$ cat config.mk
export PLATFORM = sky130hd
export DESIGN_NAME = if_stage
export DESIGN_NICKNAME = d
export VERILOG_FILES = /design/src/rtl/if_stage.sv
export SDC_FILE = /design/constraint.sdc
export NUM_CORES = 1
export LEC_CHECK = 0
export ABC_AREA = 1
export CAP_MARGIN = 5
export CORE_UTILIZATION = 30
export CTS_CLUSTER_SIZE = 40
export DETAILED_ROUTE_END_ITERATION = 6
export GPL_TIMING_DRIVEN = 1
export PLACE_DENSITY = 0.55
export SYNTH_ARGS = -nofsm -noshare
export SYNTH_HDL_FRONTEND = slang
export SYNTH_SLANG_ARGS = --single-unit
export TNS_END_PERCENT = 1
$ cat constraint.sdc
create_clock -name clk -period 1.75 [get_ports clk]
set_input_delay 0.35 -clock clk [delete_from_list [all_inputs] [get_ports clk]]
set_output_delay 0.35 -clock clk [all_outputs]
set_load 0.05 [all_outputs]
$ cat src/rtl/if_stage.sv
// Instruction-fetch stage with IF/ID pipeline register for the 5-stage MIPS core.
// Owns the PC, talks req/ack to instruction memory, and holds or drops words on stall/redirect.
module if_stage #(
  parameter logic [31:0] RESET_PC = 32'h0000_0000,
  parameter logic [31:0] NOP_INST = 32'h0000_0000
) (
  input  logic        clk,
  input  logic        rst,
  input  logic        if_rst,
  input  logic        if_en,
  input  logic        id_rst,
  input  logic        id_en,
  input  logic        redirect_valid,
  input  logic [31:0] redirect_pc,
  output logic        imem_req,
  output logic [31:0] imem_addr,
  input  logic        imem_ack,
  input  logic [31:0] imem_rdata,
  output logic        if_valid,
  output logic [31:0] inst_id,
  output logic [31:0] pc_id,
  output logic [31:0] pc4_id,
  output logic        id_valid
);

  typedef enum logic [1:0] {
    S_FETCH = 2'd0,
    S_HOLD  = 2'd1,
    S_DROP  = 2'd2
  } state_t;

  state_t      state_q, state_d;
  logic [31:0] fetch_pc_q, fetch_pc_d;
  logic [31:0] pending_pc_q, pending_pc_d;
  logic [31:0] hold_inst_q, hold_inst_d;
  logic [31:0] inst_id_q, inst_id_d;
  logic [31:0] pc_id_q, pc_id_d;
  logic [31:0] pc4_id_q, pc4_id_d;
  logic        id_valid_q, id_valid_d;

  logic        redir;
  logic [31:0] redir_tgt;
  logic        avail;
  logic        transfer;
  logic [31:0] if_word;

  // if_rst behaves exactly like a redirect to RESET_PC, and wins over a real redirect.
  assign redir     = if_rst | redirect_valid;
  assign redir_tgt = if_rst ? (RESET_PC & ~32'h3) : (redirect_pc & ~32'h3);

  assign avail     = ((state_q == S_FETCH) & imem_ack) | (state_q == S_HOLD);
  assign if_valid  = avail & ~redir;
  assign transfer  = if_valid & if_en;
  assign if_word   = (state_q == S_HOLD) ? hold_inst_q : imem_rdata;

  assign imem_req  = ~rst & (state_q != S_HOLD);
  assign imem_addr = fetch_pc_q;

  always_comb begin
    // NOTE: every next-state variable gets a default first so no path leaves one unassigned (no latches).
    state_d      = state_q;
    fetch_pc_d   = fetch_pc_q;
    pending_pc_d = pending_pc_q;
    hold_inst_d  = hold_inst_q;

    unique case (state_q)
      S_FETCH: begin
        if (redir) begin
          if (imem_ack) begin
            fetch_pc_d = redir_tgt;
          end else begin
            pending_pc_d = redir_tgt;
            state_d      = S_DROP;
          end
        end else if (transfer) begin
          fetch_pc_d = fetch_pc_q + 32'd4;
        end else if (imem_ack) begin
          // fetch_pc stays put while holding, so it doubles as the held word's PC.
          hold_inst_d = imem_rdata;
          state_d     = S_HOLD;
        end
      end
      S_HOLD: begin
        if (redir) begin
          fetch_pc_d = redir_tgt;
          state_d    = S_FETCH;
        end else if (transfer) begin
          fetch_pc_d = fetch_pc_q + 32'd4;
          state_d    = S_FETCH;
        end
      end
      S_DROP: begin
        if (redir) pending_pc_d = redir_tgt;
        if (imem_ack) begin
          fetch_pc_d = pending_pc_d;
          state_d    = S_FETCH;
        end
      end
      default: state_d = S_FETCH;
    endcase
  end

  always_comb begin
    inst_id_d  = inst_id_q;
    pc_id_d    = pc_id_q;
    pc4_id_d   = pc4_id_q;
    id_valid_d = id_valid_q;

    if (id_rst) begin
      inst_id_d  = NOP_INST;
      id_valid_d = 1'b0;
    end else if (id_en) begin
      if (transfer) begin
        inst_id_d  = if_word;
        pc_id_d    = fetch_pc_q;
        pc4_id_d   = fetch_pc_q + 32'd4;
        id_valid_d = 1'b1;
      end else begin
        inst_id_d  = NOP_INST;
        id_valid_d = 1'b0;
      end
    end
  end

  // NOTE: sequential state is updated with non-blocking assignments only, so all registers see pre-edge values.
  always_ff @(posedge clk) begin
    if (rst) begin
      state_q      <= S_FETCH;
      fetch_pc_q   <= RESET_PC & ~32'h3;
      pending_pc_q <= RESET_PC & ~32'h3;
      hold_inst_q  <= NOP_INST;
      inst_id_q    <= NOP_INST;
      pc_id_q      <= 32'h0000_0000;
      pc4_id_q     <= 32'h0000_0004;
      id_valid_q   <= 1'b0;
    end else begin
      state_q      <= state_d;
      fetch_pc_q   <= fetch_pc_d;
      pending_pc_q <= pending_pc_d;
      hold_inst_q  <= hold_inst_d;
      inst_id_q    <= inst_id_d;
      pc_id_q      <= pc_id_d;
      pc4_id_q     <= pc4_id_d;
      id_valid_q   <= id_valid_d;
    end
  end

  assign inst_id  = inst_id_q;
  assign pc_id    = pc_id_q;
  assign pc4_id   = pc4_id_q;
  assign id_valid = id_valid_q;

endmodule
==> flow_metrics.tcl, run 1 <==
set metrics [dict create \
    synth.most_common_cell "nand2_1" \
    first_global_vias 9072 \
    holdBufCountCts 0 \
    clockBufferDepth 2 \
    clkPwrFrac_pct 37.4 \
    p_per_area_mw_per_mm2 854 \
    worstPathMaxFanout 2 \
    fin_area_sq_mm 0.0129 \
    synth_area_leaders "dfxtp_1, nand2_1, o21ai_0" \
    hp-class "reg -> reg" \
    initial_core_util_pct 30.6 \
    relSlewSlack_pct 73.5 \
    synth_top_area_cell "dfxtp_1" \
    tritoncts "yes" \
    hold_viol 0 \
    dp_hpwl_um 22000 \
    cts-buffers-inserted 17 \
    crit_path_end_kind "output port" \
    ctsHtreeMaxLevel 4 \
    stdcell_count 1974 \
    path_clk_slew_ns 0.08 \
    multi_input_area_sq_mm 0.00456 \
    leakage_nw 5.59 \
    vias 9419 \
    yosys-top-cells-count "nand2_1, dfxtp_1, nor2_1, o21ai_0, a21oi_1" \
    async_flop_share_pct 0 \
    layout-drive-gt1-share_pct 22.4 \
    drt-total-wl_um 30600 \
    worstMarginPinSlew_ns 0.397 \
    antenna_found_initial 0 \
    comb_power_share_pct 19.4 \
    syn-num-nets 1382 \
    p_int_mw 7.54 \
    fillCellCount 3034 \
    netlist.area_leader.share_pct 43.8 \
    nNetsFinal 1650 \
    root_buffer "clkbuf_16" \
    p_seq_share_pct 43.2 \
    period_minus_slack_ns 1.73 \
    synth-edff-count 0 \
    io_pins 203 \
    dp_cells 1940 \
    drcViolationCount 0 \
    track_usage_pct 20.3 \
    gp_congestion 0.851 \
    grt_max_degree 88 \
    ys_ff_latch 193 \
    syn_area_sq_mm 0.00883 \
    fp.dieH_um 174 \
    rsz0062_at_grt "true" \
    worstSkewPairLatency_ns 0.45 \
    final-setup-viol-count 0 \
    synth_ff_type "dfxtp_1" \
    areaGrowthSynthToFinish_pct 45.8 \
    viasPerCell 4.77 \
    rrSetupSlack_ns 0.04 \
    diodes 0 \
    p_switching_mw 3.45 \
    io_buffer_count 200 \
    cts_sinks 193 \
    synth.avg_cell_area_sq_um 6.74 \
    wl_per_cell_um 15.5 \
    yosys_warnings 0 \
    finalClockSkew_ns 0.0123 \
    ant_nets 0 \
    row_count 62 \
    critPathKind "in -> out" \
    ir_drop_v 0.000495 \
    drv_slew 0 \
    maxCapViolCount 0 \
    synth-seq-area-share_pct 43.8 \
    place_area_sq_mm 0.0121 \
    p_sw_share_pct 31.4 \
    first_iter_violations 637 \
    synth_top_family_by_area "simple AND/OR/NAND/NOR gates" \
    drt_first_pass_iters 4 \
    synth.area.mux_share_pct 0 \
    die_area_sq_mm 0.0301 \
    grt_pass1_wl_um 48600 \
    synth-xor-area-share_pct 1.39 \
    run_status "complete, no violations" \
    syn_inst 1309 \
    start_kind "input pin" \
    cp.arrival_ns 1.38 \
    synth-simple-area-share_pct 27.0 \
    synth_fa_ha_area_share_pct 0.142 \
    core_sq_mm 0.0289 \
    register_area_sq_mm 0.00388 \
    overflow 0 \
    dieWidth_um 174 \
    synth_compound_area_share_pct 21.0 \
    crit_required_ns 1.40 \
    yosysUniqueCellTypes 27 \
    max_freq_mhz 579 \
    min_period_over_period_pct 98.7 \
]
registers in the layout, indices dropped and copies added, names as in the netlist:
signal and flops:
id_valid 1, pc_id 32, pc4_id 30, inst_id 32, pending_pc_q 32, state_q 2
imem_addr 32, hold_inst_q 32
through the flow:
step	TNS (ns)	total power, mW	utilization [%]	worst slack, ns	hold WS [ns]
final	0	11.0	44.6	0.0229	0.451
after detailed placement	-55.84	6.95	41.8	-0.427	0.443
after global routing	-0.465	11.5	44.6	-0.0621	0.465
after CTS	-0.0632	11.1	44.0	-0.0632	0.455
after global placement	-51.54	6.94	41.8	-0.383	0.433
after floorplan	-1.61	5.88	-	-0.126	0.419
power groups by stage:
stage,sequential (mW),combinational [mW],clock (mW)
floorplan,5.15,0.723,0
global placement,4.84,2.10,0
detailed placement,4.84,2.10,0
CTS,4.74,2.12,4.21
global route,4.77,2.30,4.40
finish,4.75,2.14,4.11
cell usage in the layout (no fill, tap or decap), types with 7 or more instances in the layout:
cell type        synthesis  layout
inv_2                    6       7
a21oi_1                150     146
dfxtp_1                193     183
o21ai_0                152     151
nand2_1                341     333
a31oi_1                 30      30
nand3_1                 60      58
buf_12                   0      34
inv_1                   52      50
dfxtp_2                  0      10
nor2_2                   3       9
clkbuf_16                0      17
buf_4                    3     231
clkdlybuf4s50_1          0      67
o211ai_1                13      13
nand2_2                  1       7
nor2_1                 184     175
worst max-delay path, stage by stage:
cell and delay, ns:
clkdlybuf4s50_1 0.49, o21ai_4 0.20, nor2_4 0.05, buf_4 0.14
buf_12 0.14
path summary, 6_finish.rpt:
kind	startpoint	endpoint	cells after the start
setup / recovery	imem_ack	if_valid	5
hold / removal	hold_inst_q[1]$_SDFFE_PP0P_	hold_inst_q[1]$_SDFFE_PP0P_	2
setup reg to reg	imem_addr[2]$_SDFFE_PP0P_	imem_addr[16]$_SDFFE_PP0P_	10
hold reg to reg	hold_inst_q[1]$_SDFFE_PP0P_	hold_inst_q[1]$_SDFFE_PP0P_	2
layer usage:
metal,track usage [%],routed length [um],vias up
li1,-,-,4835
met1,24.8,13500,4294
met2,36.2,15100,250
met3,3.75,1450,40
met4,5.57,610,0
met5,0,0,-
cells by family after synthesis:
| family | count (synthesis) |
|---|---|
| and+or+nand+nor | 601 |
| AOI/OAI and AO/OA | 355 |
| DFF | 193 |
| buffers and inverters | 145 |
| xor gates and xnor gates | 14 |
| adders and majority gates | 1 |
final cells by class:
| class | count | area share, % |
|---|---|---|
| flip-flops and latches | 193 | 30.1 |
| clock buffers | 17 | 3.30 |
| inverters | 58 | 1.70 |
| repair buffers | 336 | 24.3 |
| multi-input cells | 971 | 35.4 |
| clock inverters | 15 | 1.44 |
| well taps | 384 | 3.73 |
repair_timing:
item | CTS | global route
endpoints found under the setup margin | 14 | 75
pin swaps | 0 | 10
buffers inserted | 0 | 2
gates resized for setup | 7 | 46
Note: power is estimated with default switching activity, not from simulation.
==> run 2, diff against run 1 <==
ABC_CLOCK_PERIOD_IN_PS = 1750   (was not set)
CAP_MARGIN = 10   (was 5)
==> results of run 2 <==
Same layout as run 1: the final DEF is identical, and so are final timing and power.
==> run 3, diff against run 2 <==
CORE_UTILIZATION = 50   (was 30)
CTS_BUF_LIST = sky130_fd_sc_hd__clkbuf_8   (was not set)
PLACE_DENSITY = 0.83   (was 0.55)
==> flow_metrics.tcl, run 3 (synthesis gave the netlist of run 1 again) <==
set metrics [dict create \
    nNetsFinal 1638 \
    worstSkewPairLatency_ns 0.48 \
    stdcell_count 1802 \
    die_area_sq_mm 0.0182 \
    holdBufCountCts 0 \
    drcViolationCount 0 \
    first_iter_violations 713 \
    path_clk_slew_ns 0.10 \
    multi_input_area_sq_mm 0.00452 \
    ctsHtreeMaxLevel 4 \
    fin_area_sq_mm 0.0123 \
    drv_slew 0 \
    p_sw_share_pct 32.5 \
    hp-class "reg -> reg" \
    core_sq_mm 0.0173 \
    register_area_sq_mm 0.00387 \
    critPathMostFrequentCell "nor2_4" \
    max_freq_mhz 567 \
    layout-drive-gt1-share_pct 21.2 \
    relSlewSlack_pct 73.9 \
    rsz0062_at_grt "true" \
    overflow 0 \
    run_status "finished with violations" \
    p_per_area_mw_per_mm2 802 \
    whs_path_depth 2 \
    rr_worst_depth 10 \
    hold_start "hold_inst_q[31]$_SDFFE_PP0P_" \
    period_minus_slack_ns 1.76 \
    hold_viol 0 \
    maxCapViolCount 0 \
    root_buffer "clkbuf_8" \
    dp_cells 1768 \
    viasPerCell 5.44 \
    final_common_cell "nand2_1" \
    track_usage_pct 30.4 \
    start_kind "input pin" \
    hold_end "hold_inst_q[31]$_SDFFE_PP0P_" \
    drt-total-wl_um 28100 \
    p_switching_mw 3.20 \
    ir_drop_v 0.000601 \
    critPathKind "in -> out" \
    gp_congestion 0.914 \
    cts-buffers-inserted 17 \
    cp.arrival_ns 1.41 \
    clockBufferDepth 2 \
    grt_max_degree 65 \
    setup_ws_ns -0.0129 \
    comb_power_share_pct 21.1 \
    finalClockSkew_ns 0.0138 \
    rrSetupSlack_ns 0.05 \
    antenna_found_initial 0 \
    cp_slowest_cell "clkdlybuf4s50_1" \
    min_period_over_period_pct 101 \
    wl_per_cell_um 15.6 \
    leakage_nw 5.39 \
    drt_first_pass_iters 5 \
    r2r_start "imem_addr[6]$_SDFFE_PP0P_" \
    io_pins 203 \
    initial_core_util_pct 51.0 \
    place_area_sq_mm 0.0117 \
    r2r-end "imem_addr[14]$_SDFFE_PP0P_" \
    tritoncts "yes" \
    clkPwrFrac_pct 30.6 \
    row_count 48 \
    ant_nets 0 \
    final_cell_mix "nand2_1, buf_4, dfxtp_1" \
    p_seq_share_pct 48.3 \
    grt_pass1_wl_um 43800 \
    final-setup-viol-count 1 \
    crit_required_ns 1.40 \
    p_int_mw 6.64 \
    worstPathMaxFanout 2 \
    cts_sinks 193 \
    areaGrowthSynthToFinish_pct 38.9 \
    violations "setup timing" \
    fp.dieH_um 135 \
    vias 9805 \
    worstMarginPinSlew_ns 0.389 \
    max_stage_delay_ns 0.46 \
    dieWidth_um 135 \
    crit_path_end_kind "output port" \
    fillCellCount 1426 \
    first_global_vias 9109 \
    dp_hpwl_um 19900 \
    io_buffer_count 200 \
    diodes 0 \
    path_cells "clkdlybuf4s50_1, nor2_4, inv_2, nor2_4, buf_4, buf_12" \
]
run 3: metal layers:
metal  GRT usage, %  wire length, um
met5              0                0
met2           53.8            13900
met4           14.7             1210
met1           35.2            11000
met3           5.59             1930
run 3: worst max-delay path, delay by kind of cell:
kind	cells	cell delay, ns
AND/OR/NAND/NOR	2	0.28
buffers and inverters	4	0.78
run 3: through the flow:
step	hold slack (ns)	setup TNS [ns]	total power, mW	utilization, %	setup slack [ns]
2_1_floorplan	0.419	-1.61	5.88	-	-0.126
3_3_place_gp	0.432	-51.18	6.83	67.5	-0.389
3_5_place_dp	0.439	-58.77	6.86	67.5	-0.443
4_1_cts	0.447	-0.0540	9.83	70.0	-0.0199
5_1_grt	0.462	-0.578	10.2	70.9	-0.0832
6_report	0.453	-0.0129	9.84	70.9	-0.0129
run 3: area by class of cell:
cell class,count,area share (%)
Clock buffer,17,1.91
Inverter,58,1.79
Tap cell,225,2.30
Multi-Input combinational cell,971,36.9
Clock inverter,14,1.37
Timing Repair Buffer,324,24.2
Sequential cell,193,31.6
run 3: power groups by stage:
stage / Clock (mW) / Sequential (mW) / Combinational [mW]
2_1_floorplan: 0 / 5.15 / 0.723
3_3_place_gp: 0 / 4.83 / 1.99
3_5_place_dp: 0 / 4.84 / 2.02
4_1_cts: 3.05 / 4.74 / 2.04
5_1_grt: 3.21 / 4.77 / 2.22
6_report: 3.01 / 4.75 / 2.08
run 3: repair_timing:
item | 4_1_cts | 5_1_grt
resized for setup | 9 | 38
setup endpoints to repair | 8 | 33
pin swaps | 2 | 13
setup buffers | 1 | 2
run 3: worst max path at each step:
stage | from | to | slack, ns
2_1_floorplan | imem_addr[4]$_SDFFE_PP0P_ | imem_addr[17]$_SDFFE_PP0P_ | -0.13
3_3_place_gp | redirect_valid | pc4_id[30]$_SDFFE_PP0P_ | -0.39
3_5_place_dp | imem_ack | imem_addr[26]$_SDFFE_PP0P_ | -0.44
4_1_cts | imem_addr[2]$_SDFFE_PP0P_ | imem_addr[18]$_SDFFE_PP0P_ | -0.02
5_1_grt | imem_addr[3]$_SDFFE_PP0P_ | imem_addr[21]$_SDFFE_PP0P_ | -0.08
6_report | if_rst | if_valid | -0.01
